## config.mk

```make
export PLATFORM = sky130hd
export DESIGN_NAME = prio_encoder_hs
export DESIGN_NICKNAME = d
export VERILOG_FILES = /design/src/rtl/prio_encoder_hs_pkg.sv /design/src/rtl/prio_encoder_hs_pick.sv /design/src/rtl/prio_encoder_hs.sv
export SDC_FILE = /design/constraint.sdc
export NUM_CORES = 1
export LEC_CHECK = 0
export ABC_AREA = 1
export CORE_UTILIZATION = 50
export CTS_CLUSTER_DIAMETER = 120
export DETAILED_ROUTE_END_ITERATION = 10
export PLACE_DENSITY = 0.75
export SYNTH_ARGS = -nofsm -noshare
export SYNTH_HDL_FRONTEND = slang
export SYNTH_HIERARCHICAL = 1
export SYNTH_SLANG_ARGS = --single-unit
```

## constraint.sdc

```tcl
create_clock -name clk -period 4.3 [get_ports clk]
set_input_delay 0.43 -clock clk [delete_from_list [all_inputs] [get_ports clk]]
set_output_delay 0.43 -clock clk [all_outputs]
set_load 0.05 [all_outputs]
```

## src/rtl/prio_encoder_hs_pkg.sv

```systemverilog
// prio_encoder_hs_pkg: shared FSM state type and default request width for prio_encoder_hs.
package prio_encoder_hs_pkg;
   localparam int N_IN_DEF = 8;
   typedef enum logic {ST_IDLE = 1'b0, ST_HOLD = 1'b1} state_t;
endpackage

```

## src/rtl/prio_encoder_hs_pick.sv

```systemverilog
// prio_pick: combinational rotating find-first-set, scanning upward from start and wrapping.
module prio_pick
   import prio_encoder_hs_pkg::*;
#(
   parameter int N_IN = N_IN_DEF,
   localparam int IDX_W = $clog2(N_IN)
) (
   input  logic [N_IN-1:0]  vec,
   input  logic [IDX_W-1:0] start,
   output logic [IDX_W-1:0] idx,
   output logic             found
);
   // Scan offsets from farthest to nearest so the nearest set bit is written last.
   always_comb begin
      idx = '0;
      found = 1'b0;
      for (int i = N_IN - 1; i >= 0; i--) begin
         int j;
         j = int'(start) + i;
         if (j >= N_IN) j = j - N_IN;
         if (vec[j]) begin
            found = 1'b1;
            idx = IDX_W'(j);
         end
      end
   end
endmodule

```

## src/rtl/prio_encoder_hs.sv

```systemverilog
// prio_encoder_hs: registered priority encoder with request capture and valid/ready output.
// Define ROUND_ROBIN_EN for a rotating start pointer; otherwise bit 0 has fixed highest priority.
module prio_encoder_hs
   import prio_encoder_hs_pkg::*;
#(
   parameter int N_IN = N_IN_DEF,
   localparam int IDX_W = $clog2(N_IN)
) (
   input  logic             clk,
   input  logic             rst,
   input  logic [N_IN-1:0]  req_i,
   output logic             out_valid,
   input  logic             out_ready,
   output logic [IDX_W-1:0] out_idx,
   output logic [N_IN-1:0]  out_onehot,
   output logic [N_IN-1:0]  pend_o
);
   state_t           state;
   logic [N_IN-1:0]  pend;
   logic [N_IN-1:0]  clr;
   logic [N_IN-1:0]  sel_vec;
   logic [IDX_W-1:0] start_ptr;
   logic [IDX_W-1:0] pick_idx;
   logic             found;
   logic             acc;

   assign acc = out_valid & out_ready;
   assign clr = acc ? N_IN'(1) << out_idx : '0;
   assign sel_vec = pend & ~clr;
   assign pend_o = pend;
   assign out_onehot = out_valid ? N_IN'(1) << out_idx : '0;

`ifdef ROUND_ROBIN_EN
   logic [IDX_W-1:0] rr_ptr;
   // The rotated value is used by a reload in the same edge as the accept.
   assign start_ptr = acc ? (out_idx == IDX_W'(N_IN - 1) ? '0 : out_idx + 1'b1) : rr_ptr;
   always_ff @(posedge clk or posedge rst)
      if (rst) rr_ptr <= '0;
      else rr_ptr <= start_ptr;
`else
   assign start_ptr = '0;
`endif

   prio_pick #(.N_IN(N_IN)) u_pick (
      .vec  (sel_vec),
      .start(start_ptr),
      .idx  (pick_idx),
      .found(found)
   );

   always_ff @(posedge clk or posedge rst) begin
      if (rst) begin
         pend <= '0;
         out_valid <= 1'b0;
         out_idx <= '0;
         state <= ST_IDLE;
      end else begin
         pend <= sel_vec | req_i;
         if (state == ST_IDLE) begin
            if (found) begin
               out_idx <= pick_idx;
               out_valid <= 1'b1;
               state <= ST_HOLD;
            end
         end else if (acc) begin
            if (found) out_idx <= pick_idx;
            else begin
               out_valid <= 1'b0;
               state <= ST_IDLE;
            end
         end
      end
   end
endmodule

```

======== Yosys cells after proc, flatten, opt, wreduce, memory -nomap -nowiden ========
Index checks and enable logic that the tools add are counted.
word-level totals
  bits in latches ......................... 0
  bits in read-only memories .............. 0
  bits in writable memories ............... 0
  input port bits ......................... 11
  flip-flop bits (word level) ............. 13
  memories ................................ 0
  output and inout bits ................... 20
cells by class
  reductions and logical operators ........ 2
  divide/modulo/power cells ............... 0
  multipliers ............................. 0
  equal/unequal tests ..................... 2
  $lt $le $gt $ge ......................... 0
  $add $sub $neg .......................... 0
  bitwise operators ....................... 4
  muxes and demuxes ....................... 28
  shifts and indexed selects .............. 1
operator list
  cell                                                               count
  3-bit 2-to-1 mux                                                   11
  8-bit 2-to-1 mux                                                   2
  1-bit 2-to-1 mux                                                   15
  8-bit AND                                                          1
  8-bit NOT                                                          1
  8-bit bitwise OR                                                   1
  1-bit by 3-bit << shifter with 8-bit output, first input constant  1
  3-bit AND reduction                                                1
  2-bit by 1-bit != test with 1-bit output, second input constant    1
  2-bit != test, second input constant                               1
  2-bit nonzero test                                                 1
  1-bit AND                                                          1

======== Logic depth before layout (Yosys ltp) ========
  depth in word-level cells ............... 15
  gate-level depth with buffers ........... 19
  gate-level depth less buffers ........... 19

======== By module ========
Netlist, hierarchy kept.
modules (own cells, without submodules)
  module           area an instance (um^2)  instances  cells an instance
  prio_pick        739.5                    1          122
  prio_encoder_hs  665.6                    1          98

======== Worst setup path after synthesis ========
Ideal clock, no wire load.
  path type ............................... reg-to-output
  from .................................... register out_valid
  to ...................................... output port out_onehot[3]
  buffers on the path ..................... 0
  path slack .............................. 1791 ps
  cell stages (with the launch flop) ...... 3
  data required time ...................... 3870 ps
  arrival ................................. 2079 ps
  path through ............................ dfrtp_1 > clkinv_1 > nor3_1
between the ends
  cells in the longest elaborated chain, start to end .. 1
RTL lines
  element                 RTL line               source
  from (decl)             prio_encoder_hs.sv:12  output logic out_valid,
  from (signal assigned)  prio_encoder_hs.sv:54  out_valid <= 1'b0;
  from (signal assigned)  prio_encoder_hs.sv:62  out_valid <= 1'b1;
  from (signal assigned)  prio_encoder_hs.sv:68  out_valid <= 1'b0;
  8-bit 2-to-1 mux        prio_encoder_hs.sv:31  assign out_onehot = out_valid ? N_IN'(1) << out_idx : '0;
  to (decl)               prio_encoder_hs.sv:15  output logic [N_IN-1:0] out_onehot,
No other way between the ends.

======== Final worst setup path ========
  from .................................... input port out_ready
  to ...................................... register out_valid
RTL lines
  element                                                               RTL line                    source
  from (decl)                                                           prio_encoder_hs.sv:13       input logic out_ready,
  1-bit AND *                                                           prio_encoder_hs.sv:27       assign acc = out_valid & out_ready;
  8-bit 2-to-1 mux *                                                    prio_encoder_hs.sv:28       assign clr = acc ? N_IN'(1) << out_idx : '0;
  8-bit NOT *                                                           prio_encoder_hs.sv:29       assign sel_vec = pend & ~clr;
  8-bit AND *                                                           prio_encoder_hs.sv:29
  via sel_vec[0]                                                        prio_encoder_hs.sv:21       logic [N_IN-1:0] sel_vec;
  1-bit 2-to-1 mux *                                                    prio_encoder_hs_pick.sv:21  if (vec[j]) begin
  via found                                                             prio_encoder_hs.sv:24       logic found;
  2-bit != test (no source line) or 2-bit nonzero test (tied branches)  n/a
  3-bit AND reduction (no source line) *                                n/a
Mark *: on every way through the listed nets, which the timed path passes. The rest lies on a longest branch.
A chain may end at the register's enable or synchronous reset.

==> run summary <==
The run finished with clean final reports. The final clock period utilization by the worst path came out at 57.92%. For the count of unresolved DRC violations after routing, the log shows 0.

After floorplanning, the core was divided into 18 placement rows. The number of DRC violations after detailed-routing iteration 0 is 36, and the number of setup violations in the final report is 0. The area of the mapped netlist was 1405 µm². The worst setup path is launched from a primary input. Global-route wire length before repair: 5.347 mm. The number of I/O port buffers came out at 30.

Vertical die dimension: 55.01 µm. Number of cells on the worst reg-to-reg path: 14. The worst register-to-register path begins at out_idx[2].

For this design the top-level I/O count stands at 31. Measured against its own limit, the worst slew margin works out to 65.15%. The logs give 0 for the number of nets with antenna violations after routing and 3026 µm² for the area of the die. For the total wire length, the log shows 3.295 mm.

The completed layout was analyzed and its total power is 602.6 µW. The routed layout has 1439 vias. After clock tree synthesis, the setup repair step added 0 buffers. The logs give 2.68 ns for the data arrival time of the critical path and 0 for the hold violation count in the final report. Most common cell after layout, fill and taps aside: nand2_1.

The clock skew after layout is 0.004662 ns, and the static leakage is 0.0008760 µW. In the final layout, the share of cells above drive strength 1 is 17.39%. The tools report the summed negative setup slack over all endpoints as 0 ns. The tool flagged a number of max-cap violations equal to 0.

The root cell of the clock tree was clkbuf_4. After synthesis, the share of flip-flops with an asynchronous set or reset is 100.0%. The endpoint class of the critical path was a flop. After synthesis the netlist holds a flip-flop and latch count of 13.

Combinational logic burns 61.4% of the power. For this run, the post-layout net count is 267. The number of cells produced by synthesis is 220, and the number of enable-type register cells in the synthesized netlist is 0. The number of antenna violations at the first check in global routing was 0; the maximum cell stage delay along the critical path was 0.46 ns. The dominant cell type by count on the critical path was nand2_1. The routability congestion estimate was 0.8965. The vias per cell works out to 5.085. Final period demand of the worst path: 2.491 ns.

Net switching power of the design: 310.1 µW. The max-slew violation count is 0. In the synthesized netlist the dominant register cell turns out to be dfrtp_1. The number of warnings printed during yosys synthesis came out at 6.

Registers are responsible for 25.6% of the overall power. For the number of H-tree branching levels, the log shows 1. For this design, the sink count on the clock tree is 13.

TritonCTS built the clock tree. The floorplan step defined a core boundary enclosing 2567 µm². The signed area change from the synthesized netlist to the final layout works out to 23.51%. Summing the sequential cell areas from Yosys gives 23.15% of the chip area. Setup repair after global routing left no endpoint under its margin. The reg-to-reg setup timing slack is 1.94 ns.

The worst hold path belongs to the class in2async. The top cell types in the final layout, fill and taps aside, are 67 x nand2_1, 35 x nand3_1, 30 x clkdlybuf4s50_1, 28 x inv_1. The final global-route overflow total was 0; the number of cells upsized or downsized after cts was 0.

Detailed placement finished with a half-perimeter wire length of 2.789 mm. At the pin with the least slew margin, the transition time is 0.5222 ns. Excluding fillers, the count of instances in the completed layout stands at 283. 0 antenna diodes ended up in the layout.

The slowest stage of the critical path is the clkdlybuf4s50_1 cell. Global routing consumed, over all layers together, 25.13% of the routing resources. The clock passes through at most 2 buffers. The pin count of the biggest net entering global routing was 14; the biggest fanout along the worst timing path was 8. The signal on the critical path passes through clkdlybuf4s50_1 > nand2_1 > inv_1 > nand3_1 > nand2_1 > inv_1 > nand2_1 > nand3_1 > nand3_1 > nand2_1 > nor4_1 > nand4_1 > inv_1 > o21ai_0 > nand2_1 > inv_1. The initial utilization of the core area, before any placement, comes to 54.73%. Worst ir drop on vdd: 0.2839 mV. The critical path class was in2reg.

For the clock insertion delay at the later pin of the skew report, the log shows 0.28 ns. For the number of global-route vias before repair, the log shows 1193. The number of buffers added by the clock tree synthesis step is 3. A synthesized cell averages 6.387 µm².

At the worst endpoint, the required time is 4.48 ns. Power per cell area: 347.2 nW/µm². The run gives 0 as the number of buffers added to fix hold violations after cts. The tools report the launching instance or port of the critical path as out_ready. The endpoint of the worst register-to-register path is out_valid. Counting tap cells, the placed design contains a total of 279 instances. For the number of distinct library cells after synthesis, the log shows 29. Dividing the detail-routed wire length by the instance count gives 11.64 µm. The share of total power dissipated in the clock network is 13.0%. The run gives 292.4 µW as the internal cell power. Before antenna repair, the detailed router went through 4 iterations. Of the total power, the share spent switching nets is 51.47%. Clock-pin slew was measured on the worst setup and hold paths at 0.08 ns.

The die extent in x works out to 55.01 µm. The achievable clock frequency is 0.4015 GHz.
==> worst max-delay path: cells and delay by family <==
| kind | cells | cell delay, ns |
|---|---|---|
| AO/OA/AOI/OAI | 1 | 0.08 |
| AND/OR/NAND/NOR | 10 | 1.25 |
| buffers and inverters | 5 | 0.90 |
==> power groups by stage <==
| stage | clock network (µW) | registers (µW) | logic (µW) |
|---|---|---|---|
| after floorplan | 0 | 197 | 239 |
| after global placement | 0 | 156 | 359 |
| after detailed placement | 0 | 157 | 361 |
| after CTS | 81.2 | 154 | 362 |
| after global routing | 86.0 | 157 | 405 |
| final | 78.2 | 154 | 370 |
==> layer usage <==
layer	up-vias	track usage [%]	share of wire, %
met5	-	0	0
met2	36	40.56	48
met3	2	5.191	4.3
met4	0	6.250	0.58
li1	749	-	-
met1	652	34.00	47
==> cell usage after synthesis, drive strengths merged (2+ instances only) <==
| library cell | n | area share, % |
|---|---|---|
| nor2 | 15 | 4.7 |
| ha | 2 | 1.8 |
| buf | 5 | 3.5 |
| nand2 | 81 | 25 |
| inv | 36 | 10 |
| dfrtp | 13 | 23 |
| a21oi | 8 | 3.1 |
| nand3 | 48 | 22 |
| o21ai | 4 | 1.7 |
==> cells by family after synthesis <==
family          Yosys count  share of synthesized area (%)
fa+ha+maj                 2                          1.781
flops                    13                          23.15
buf+inv                  42                          14.07
compound gates           13                          5.254
xor+xnor                  1                          1.959
other cells               1                         0.2669
simple gates            148                          53.52
==> state kept, by name, indices dropped and copies added, names as in the netlist <==
register   count
state          1
pend_o         8
out_valid      1
out_idx        3
==> stage by stage <==
| stage | setup slack [ns] | hold WS [ns] | area (µm²) | utilization, % |
|---|---|---|---|---|
| 5_1_grt | 1.450 | 0.5313 | 1735 | 67.59 |
| 2_1_floorplan | 1.791 | 0.3070 | 1420 | - |
| 3_5_place_dp | 1.567 | 0.4871 | 1709 | 66.57 |
| 3_3_place_gp | 1.602 | 0.4799 | 1709 | 66.57 |
| 6_report | 1.809 | 0.4780 | 1735 | 67.59 |
| 4_1_cts | 1.817 | 0.5034 | 1735 | 67.59 |
==> final cells by class <==
class / count / area (µm²)
sequential: 13 / 325.3
tap: 30 / 37.54
multi-input combinational: 169 / 897.1
inverter: 37 / 148.9
timing repair buffer: 30 / 300.3
clock buffer: 4 / 26.28
fill: 255 / 832.0
==> worst max-delay path by stage <==
stage                               end  slack, ns
final                         out_valid       1.81
after global routing          out_valid       1.45
after CTS                 out_onehot[6]       1.82
after detailed placement      out_valid       1.57
after global placement        out_valid       1.60
after floorplan           out_onehot[3]       1.79
No activity file was read; power rests on OpenSTA's default activity.
